## src/rtl/br_pkg.sv

```systemverilog
// Shared types and constants for the BR write-port arbiter.
// Entry layout {addr, data} used by the write FIFO.
package br_pkg;

  localparam int AW_DEF = 5;
  localparam int DW_DEF = 32;

  localparam logic [4:0] REG_ZERO = 5'd0;

  typedef struct packed {
    logic [AW_DEF-1:0] addr;
    logic [DW_DEF-1:0] data;
  } br_entry_t;

endpackage

```

## src/rtl/br_wfifo.sv

```systemverilog
// Synchronous FIFO for long-latency writes with count, head outputs
// and per-entry addr/valid taps. Ports: push/pop side, count, taps.
module br_wfifo
  import br_pkg::*;
#(
  parameter int DEPTH = 2,
  parameter int AW    = AW_DEF,
  parameter int DW    = DW_DEF,
  parameter int CW    = $clog2(DEPTH) + 1
) (
  input  logic                      clk,
  input  logic                      rst_n,
  input  logic                      push,
  input  logic [AW-1:0]             push_addr,
  input  logic [DW-1:0]             push_data,
  input  logic                      pop,
  output logic [CW-1:0]             count,
  output logic [AW-1:0]             head_addr,
  output logic [DW-1:0]             head_data,
  output logic [DEPTH-1:0][AW-1:0]  ent_addr,
  output logic [DEPTH-1:0]          ent_vld
);

  localparam int PW = $clog2(DEPTH);

  logic [AW-1:0]    addr_q [DEPTH];
  logic [AW-1:0]    addr_d [DEPTH];
  logic [DW-1:0]    data_q [DEPTH];
  logic [DW-1:0]    data_d [DEPTH];
  logic [DEPTH-1:0] vld_q, vld_d;
  logic [PW-1:0]    rptr_q, rptr_d;
  logic [PW-1:0]    wptr_q, wptr_d;
  logic [CW-1:0]    count_q, count_d;

  always_comb begin
    addr_d  = addr_q;
    data_d  = data_q;
    vld_d   = vld_q;
    rptr_d  = rptr_q;
    wptr_d  = wptr_q;
    if (pop) begin
      vld_d[rptr_q] = 1'b0;
      rptr_d        = rptr_q + 1'b1;
    end
    if (push) begin
      addr_d[wptr_q] = push_addr;
      data_d[wptr_q] = push_data;
      vld_d[wptr_q]  = 1'b1;
      wptr_d         = wptr_q + 1'b1;
    end
    count_d = count_q + CW'(push) - CW'(pop);
  end

  always_ff @(posedge clk) begin
    if (!rst_n) begin
      vld_q   <= '0;
      rptr_q  <= '0;
      wptr_q  <= '0;
      count_q <= '0;
    end else begin
      vld_q   <= vld_d;
      rptr_q  <= rptr_d;
      wptr_q  <= wptr_d;
      count_q <= count_d;
    end
  end

  // Payload needs no reset: vld_q qualifies every slot.
  always_ff @(posedge clk) begin
    addr_q <= addr_d;
    data_q <= data_d;
  end

  always_comb begin
    for (int i = 0; i < DEPTH; i++) begin
      ent_addr[i] = addr_q[i];
    end
  end

  assign ent_vld   = vld_q;
  assign count     = count_q;
  assign head_addr = addr_q[rptr_q];
  assign head_data = data_q[rptr_q];

endmodule

```

## src/rtl/br_write_arbiter.sv

```systemverilog
// Arbitrates the BR write port between WB (fixed priority) and a
// buffered long-latency unit; drives hazard stall and bubble request.
module br_write_arbiter
  import br_pkg::*;
#(
  parameter int DEPTH    = 2,
  parameter int MAX_WAIT = 4,
  parameter int DW       = DW_DEF,
  parameter int AW       = AW_DEF
) (
  input  logic                       clk,
  input  logic                       rst_n,
  input  logic                       wb_we,
  input  logic [AW-1:0]              wb_addr,
  input  logic [DW-1:0]              wb_data,
  input  logic                       mu_valid,
  output logic                       mu_ready,
  input  logic [AW-1:0]              mu_addr,
  input  logic [DW-1:0]              mu_data,
  input  logic [AW-1:0]              rs,
  input  logic [AW-1:0]              rt,
  input  logic [AW-1:0]              dest_sel,
  output logic                       RegWrite,
  output logic [AW-1:0]              WriteReg,
  output logic [DW-1:0]              WriteData,
  output logic                       hazard_stall,
  output logic                       bubble_req,
  output logic [$clog2(DEPTH):0]     fifo_count
);

  localparam int CW = $clog2(DEPTH) + 1;
  localparam int WW = $clog2(MAX_WAIT + 1);
  localparam logic [AW-1:0] ZERO = AW'(REG_ZERO);

  logic [CW-1:0]            count;
  logic [AW-1:0]            head_addr;
  logic [DW-1:0]            head_data;
  logic [DEPTH-1:0][AW-1:0] ent_addr;
  logic [DEPTH-1:0]         ent_vld;

  logic wb_busy, has_entry;
  logic accept, push, pop;
  logic [WW-1:0] wait_q, wait_d;
  logic hit_rs, hit_rt, hit_ds;

  assign wb_busy   = wb_we && (wb_addr != ZERO);
  assign has_entry = (count != '0);
  assign mu_ready  = rst_n && (count < CW'(DEPTH));
  assign accept    = mu_valid && mu_ready;
  // Writes to r0 are acknowledged but never stored.
  assign push      = accept && (mu_addr != ZERO);
  assign pop       = rst_n && !wb_busy && has_entry;

  br_wfifo #(
    .DEPTH (DEPTH),
    .AW    (AW),
    .DW    (DW),
    .CW    (CW)
  ) u_wfifo (
    .clk       (clk),
    .rst_n     (rst_n),
    .push      (push),
    .push_addr (mu_addr),
    .push_data (mu_data),
    .pop       (pop),
    .count     (count),
    .head_addr (head_addr),
    .head_data (head_data),
    .ent_addr  (ent_addr),
    .ent_vld   (ent_vld)
  );

  always_comb begin
    RegWrite  = 1'b0;
    WriteReg  = '0;
    WriteData = '0;
    if (rst_n && wb_busy) begin
      RegWrite  = 1'b1;
      WriteReg  = wb_addr;
      WriteData = wb_data;
    end else if (rst_n && has_entry) begin
      RegWrite  = 1'b1;
      WriteReg  = head_addr;
      WriteData = head_data;
    end
  end

  always_comb begin
    wait_d = wait_q;
    if (pop || !has_entry) begin
      wait_d = '0;
    end else if (wb_busy && wait_q != WW'(MAX_WAIT)) begin
      wait_d = wait_q + 1'b1;
    end
  end

  always_ff @(posedge clk) begin
    if (!rst_n) begin
      wait_q <= '0;
    end else begin
      wait_q <= wait_d;
    end
  end

  assign bubble_req = rst_n && (wait_q == WW'(MAX_WAIT));

  // Match decode sources against every pending or incoming write.
  always_comb begin
    hit_rs = accept && (mu_addr == rs);
    hit_rt = accept && (mu_addr == rt);
    hit_ds = accept && (mu_addr == dest_sel);
    for (int i = 0; i < DEPTH; i++) begin
      if (ent_vld[i] && ent_addr[i] == rs)       hit_rs = 1'b1;
      if (ent_vld[i] && ent_addr[i] == rt)       hit_rt = 1'b1;
      if (ent_vld[i] && ent_addr[i] == dest_sel) hit_ds = 1'b1;
    end
    hit_rs = hit_rs && (rs != ZERO);
    hit_rt = hit_rt && (rt != ZERO);
    hit_ds = hit_ds && (dest_sel != ZERO);
  end

  assign hazard_stall = rst_n && (hit_rs || hit_rt || hit_ds);
  assign fifo_count   = count;

endmodule

```

## config.mk

```make
export PLATFORM = sky130hd
export DESIGN_NAME = br_write_arbiter
export DESIGN_NICKNAME = d
export VERILOG_FILES = /design/src/rtl/br_pkg.sv /design/src/rtl/br_wfifo.sv /design/src/rtl/br_write_arbiter.sv
export SDC_FILE = /design/constraint.sdc
export NUM_CORES = 1
export LEC_CHECK = 0
export CORE_ASPECT_RATIO = 1.5
export CORE_UTILIZATION = 48
export CTS_BUF_LIST = sky130_fd_sc_hd__clkbuf_8
export DETAILED_ROUTE_END_ITERATION = 10
export GPL_TIMING_DRIVEN = 1
export PLACE_DENSITY = 0.8
export SLEW_MARGIN = 20
export SYNTH_ARGS = -nofsm -noshare
export SYNTH_HDL_FRONTEND = slang
export SYNTH_SLANG_ARGS = --single-unit
```

## constraint.sdc

```tcl
create_clock -name clk -period 3.8 [get_ports clk]
set_input_delay 0.38 -clock clk [delete_from_list [all_inputs] [get_ports clk]]
set_output_delay 0.38 -clock clk [all_outputs]
set_load 0.05 [all_outputs]
```

== Yosys cells after proc, flatten, opt, wreduce, memory -nomap -nowiden ==
Index checks and enable logic that the tools add are counted.

* Bits in registers: 83
* Bits of input ports: 93
* Output and inout bits: 43

* Add/sub/neg operators: 5
* Magnitude comparators: 8
* Eq/ne operators: 11
* Mux-type cells: 30
* Bitwise logic cells: 6
* Reductions and logical operators: 38

{| class="wikitable"
|+ Operators with widths
! cell !! number
|-
| two-way mux 32 bit || 6
|-
| bitwise mux 64 bit || 1
|-
| == test 5 bit || 9
|-
| demux 32 bit (select 1 bit) || 1
|-
| two-way mux 5 bit || 6
|-
| logical AND 1 bit || 26
|-
| nonzero test 5 bit || 5
|-
| bitwise mux 10 bit || 1
|-
| two-way mux 1 bit || 10
|-
| demux 5 bit (select 1 bit) || 1
|-
| >= comparator 2 bit, second input constant || 2
|-
| less-than comparator 1 x 2 -> 1 bit, second input constant || 2
|-
| two-way mux 2 bit || 2
|-
| inverter 1 -> 2 bit || 2
|-
| adder 3 x 1 -> 3 bit, second input constant || 1
|-
| == test 3 bit, second input constant || 1
|-
| logical OR 1 bit || 3
|-
| != test 3 bit, second input constant || 1
|-
| adder 1 bit, second input constant || 2
|-
| adder 2 x 1 -> 2 bit || 1
|-
| bitwise AND 2 bit || 1
|-
| demux 1 bit (select 1 bit) || 2
|-
| >= comparator 1 bit, second input constant || 2
|-
| zero test 1 bit || 2
|-
| other kinds (8) || 8
|}

== Depth between registers and ports, before layout ==
* Word-level depth: 10
* Gate-level depth with buffers: 9

== Cells and area by module ==
A second synthesis with hierarchy kept.

* Cells, all modules: 286
* Area, all modules: 4130.2 um^2

{| class="wikitable"
|+ By module, submodules not included
! module !! times used !! cells an instance !! area each (um^2) !! seq. area each (um^2)
|-
| br_wfifo || 1 || 140 || 2969.1 || 2342.2
|-
| br_write_arbiter || 1 || 146 || 1161.1 || 60.1
|}

== Least setup slack after synthesis ==
Ideal clock, no wire load.

* Path type: flip-flop to flip-flop
* Start: register u_wfifo.count_q[1], in the netlist u_wfifo.count[1]
* End: register u_wfifo.data_q[32] in the netlist's numbering, enable pin
* Setup time: 0.437 ns
* Data arrival time: 2.813 ns
* Slack: 0.550 ns
* Cell stages (with the launch flop): 4
* Clock period less this slack: 3.250 ns
* Path through: dfxtp_1 -> nand3b_1 -> a21oi_1 -> nor2b_1

* Longest elaborated chain between the ends: 4

{| class="wikitable"
|+ Ends and longest elaborated chain
! what !! line !! RTL
|-
| start: declaration || br_wfifo.sv:33 || <nowiki>logic [CW-1:0] count_q, count_d;</nowiki>
|-
| start signal: assignment || br_wfifo.sv:64 || <nowiki>count_q <= count_d;</nowiki>
|-
| less-than comparator 2 bit || br_write_arbiter.sv:48 || <nowiki>assign mu_ready = rst_n && (count < CW'(DEPTH));</nowiki>
|-
| logical AND 1 bit || br_write_arbiter.sv:48 ||
|-
| logical AND 1 bit || br_write_arbiter.sv:49 || <nowiki>assign accept = mu_valid && mu_ready;</nowiki>
|-
| logical AND 1 bit || br_write_arbiter.sv:51 || <nowiki>assign push = accept && (mu_addr != ZERO);</nowiki>
|-
| net push || br_write_arbiter.sv:42 || <nowiki>logic accept, push, pop;</nowiki>
|-
| end signal: assignment || br_wfifo.sv:71 || <nowiki>data_q <= data_d;</nowiki>
|-
| end: declaration || br_wfifo.sv:28 || <nowiki>logic [DW-1:0] data_q [DEPTH];</nowiki>
|}

The timed path passes the listed nets, and every way through them passes these cells.
A chain may end at the register's enable or synchronous reset.

== Worst setup path after layout ==
* Start: input wb_addr[1]
* End: output RegWrite

* Longest elaborated chain between the ends: 4

{| class="wikitable"
|+ Ends and longest elaborated chain
! what !! line !! RTL
|-
| start: declaration || br_write_arbiter.sv:14 || <nowiki>input logic [AW-1:0] wb_addr,</nowiki>
|-
| nonzero test 5 bit || br_write_arbiter.sv:46 || <nowiki>assign wb_busy = wb_we && (wb_addr != ZERO);</nowiki>
|-
| logical AND 1 bit || br_write_arbiter.sv:46 ||
|-
| logical AND 1 bit || br_write_arbiter.sv:77 || <nowiki>if (rst_n && wb_busy) begin</nowiki>
|-
| two-way mux 1 bit || br_write_arbiter.sv:77 ||
|-
| end: declaration || br_write_arbiter.sv:23 || <nowiki>output logic RegWrite,</nowiki>
|}

No other way between the ends.

==> Flow_metrics.wiki <==
{| class="wikitable"
! Metric !! Value
|-
| Ratio of routed vias to standard cells || 5.41
|-
| Final net count || 564
|-
| First-pass GRT wire length || 15.7 mm
|-
| Initial DRC Count || 126
|-
| Top library cells by usage in the layout, fill and taps aside || sky130_fd_sc_hd__clkdlybuf4s50_1, sky130_fd_sc_hd__edfxtp_1, sky130_fd_sc_hd__nand2_1, sky130_fd_sc_hd__buf_4, sky130_fd_sc_hd__mux2i_1
|-
| Critical path capture point type || output port
|-
| Final Hold Viols || 0
|-
| Routed WL per cell || 18.0 um
|-
| Status || complete, no violations
|-
| Number of buffers created by CTS || 9
|-
| Filler Cell Count || 629
|-
| Area share of the largest cell type after synthesis || 0.532
|-
| Clk pin slew, worst setup/hold paths || 0.08 ns
|-
| Final estimated routing congestion in global placement || 0.951
|-
| Pwr dens || 438 nW/um^2
|-
| Proportion of layout cells with a drive suffix above 1 || 0.155
|-
| WHS || 0.549 ns
|-
| Number of storage elements in the synthesis netlist || 83
|-
| Post-cts repair resize count || 0
|-
| Setup tns final || 0 ns
|-
| Max Buffers Root-to-Sink || 2
|-
| Die H || 116 um
|-
| Post-CTS Hold Fix Bufs || 0
|-
| Port-buffer cells || 135
|-
| Utilization after layout || 0.687
|-
| I/O pins || 136
|-
| Root buffer cell || sky130_fd_sc_hd__clkbuf_8
|-
| Number of H-tree levels || 3
|-
| Worst Tran Pin Value || 0.981 ns
|-
| Biggest area contributors in the synthesized netlist || sky130_fd_sc_hd__edfxtp_1, sky130_fd_sc_hd__mux2i_1, sky130_fd_sc_hd__xor2_1, sky130_fd_sc_hd__o31ai_1, sky130_fd_sc_hd__dfxtp_1
|-
| Largest vdd supply drop || 0.347 mV
|-
| CP required || 3.42 ns
|-
| Number of enable-type register cells in the synthesized netlist || 74
|-
| Type of element launching the critical path || input port
|-
| Total number of clock tree sinks || 83
|-
| Max FO, Critical Path || 37
|-
| Iteration count of the initial detailed-routing pass || 4
|-
| Antenna violations before repair || 0
|-
| Synth Net Count || 430
|-
| Number of distinct library cells after synthesis || 33
|-
| Relative slew margins || 0.346
|-
| Max Freq || 313 MHz
|-
| Post-DP HPWL || 7.83 mm
|-
| Synth Instances || 333
|-
| Total grt overflow || 0
|-
| Post-Synthesis Cell Area || 4180 um^2
|-
| Category of the most critical setup path || input port to output port
|-
| Overall fraction of global-route tracks in use || 0.233
|-
| Worst hold path class || register to register
|-
| Die Wd || 78.2 um
|-
| Minimum period implied by the final worst setup slack || 3.20 ns
|-
| Count of vias placed by the detailed router || 3130
|-
| Number of design rule violations left after detail routing || 0
|-
| Setup Skew || 0.0105 ns
|-
| Starting density of the core || 0.496
|-
| Part of the Yosys area used for sequential elements || 0.575
|-
| Number of warnings issued by yosys || 0
|-
| Core Box Area || 8410 um^2
|-
| Fin crit share || 0.842
|-
| Most frequent standard cell in the layout excluding fill and tap cells || sky130_fd_sc_hd__clkdlybuf4s50_1
|-
| Fraction of registers with async set/reset || 0
|-
| Diodes inserted || 0
|-
| Data arrival, critical path || 2.82 ns
|-
| Number of global-route vias before repair || 3201
|-
| CTS tree || yes
|-
| Setup repair after global routing missed its margin || no
|-
| # setup viols final || 0
|-
| Primary FF master, synth || sky130_fd_sc_hd__edfxtp_1
|-
| Max-cap check violation count || 0
|-
| Largest area contributor in the synthesized netlist || sky130_fd_sc_hd__edfxtp_1
|-
| Leakage power of the design || 2.02 nW
|-
| Mean post-synth cell area || 12.5 um^2
|-
| Row count || 41
|-
| Number of buffers added for setup after CTS || 0
|-
| Remaining antenna violation count || 0
|-
| Synthesis-to-layout area growth || 38.5%
|-
| Die area || 9080 um^2
|-
| Clock Latency Late Sink || 0.35 ns
|-
| Aggregate routed wire length || 10.4 mm
|-
| Number of pins with negative max-slew slack in the final report || 0
|-
| Pin count of the biggest net entering global routing || 41
|}
## per-layer routing
metal,wire length (um),global-route usage,vias to the layer above
met3,469,0.0477,24
met2,5750,0.444,112
met1,3870,0.238,1491
li1,-,-,1503
met4,354,0.120,0
met5,0,0,-
## registers in the layout (all words and copies together), names as in the netlist
register / cells
u_wfifo.wptr_q: 1
u_wfifo.ent_addr: 10
u_wfifo.data_q: 64
u_wfifo.ent_vld: 2
u_wfifo.count: 2
u_wfifo.rptr_q: 1
wait_q: 3
## worst paths after layout
kind                                  startpoint            endpoint  slack (ns)  cells after the start
worst min register to register    u_wfifo.wptr_q  u_wfifo.ent_vld[1]        0.55                      2
worst max register to register  u_wfifo.count[1]    u_wfifo.count[0]        1.43                      8
worst min-delay path              u_wfifo.wptr_q  u_wfifo.ent_vld[1]        0.55                      2
worst max-delay path                  wb_addr[1]            RegWrite        0.60                      6
## power breakdown
group | total (mW) | internal [mW] | switching (mW) | leakage [nW]
logic | 0.732 | 0.289 | 0.443 | 1.16
registers | 1.12 | 1.06 | 0.0594 | 0.752
clock network | 0.681 | 0.369 | 0.312 | 0.111
## per-stage QoR
stage / setup WS [ns] / cells / total power [mW] / cell area, um^2
after floorplan: 0.550 / 333 / 1.58 / 4180
after global placement: 0.636 / 563 / 1.86 / 5560
after detailed placement: 0.613 / 563 / 1.87 / 5560
after CTS: 0.608 / 579 / 2.55 / 5780
after global routing: 0.477 / 579 / 2.64 / 5780
final: 0.601 / 579 / 2.53 / 5780
## cells in the mapped netlist (2+ instances only)
cell type and number:
sky130_fd_sc_hd__edfxtp_1 74, sky130_fd_sc_hd__nand2_1 41, sky130_fd_sc_hd__mux2i_1 37, sky130_fd_sc_hd__xor2_1 32
sky130_fd_sc_hd__o31ai_1 27, sky130_fd_sc_hd__xnor2_1 17, sky130_fd_sc_hd__clkbuf_1 11, sky130_fd_sc_hd__nand3_1 10
sky130_fd_sc_hd__o31ai_2 10, sky130_fd_sc_hd__dfxtp_1 9, sky130_fd_sc_hd__inv_1 8, sky130_fd_sc_hd__nor2_1 8
sky130_fd_sc_hd__nor4_1 8, sky130_fd_sc_hd__a21oi_1 6, sky130_fd_sc_hd__o21ai_0 6, sky130_fd_sc_hd__ha_1 4
sky130_fd_sc_hd__or4_1 4, sky130_fd_sc_hd__buf_2 3, sky130_fd_sc_hd__buf_6 3, sky130_fd_sc_hd__nor3_1 2
## critical path, cell delays in order
cell and delay [ns]:
sky130_fd_sc_hd__clkdlybuf4s50_1 0.42, sky130_fd_sc_hd__or4_1 0.51, sky130_fd_sc_hd__o21a_1 0.25, sky130_fd_sc_hd__and2_4 0.30
sky130_fd_sc_hd__nand2b_1 0.22, sky130_fd_sc_hd__clkdlybuf4s50_1 0.73
## logic make-up (layout without fill, tap and decap cells)
group,count (synthesis),count (layout),share of synthesized area
fa+ha+maj,4,4,0.0120
mux,37,37,0.0887
xor+xnor,49,49,0.103
flops,83,83,0.575
buf+inv,26,165,0.0297
compound gates,53,53,0.100
simple gates,81,81,0.0914
## layout make-up
class | count | area (um^2) | share of cell area
Tap cell | 107 | 134 | 0.0232
Timing Repair Buffer | 141 | 1330 | 0.230
Sequential cell | 83 | 2400 | 0.416
Clock buffer | 9 | 124 | 0.0214
Clock inverter | 7 | 93.8 | 0.0162
Inverter | 8 | 30.0 | 0.00519
Multi-Input combinational cell | 224 | 1670 | 0.288
Power figures use the tool's default switching activity.
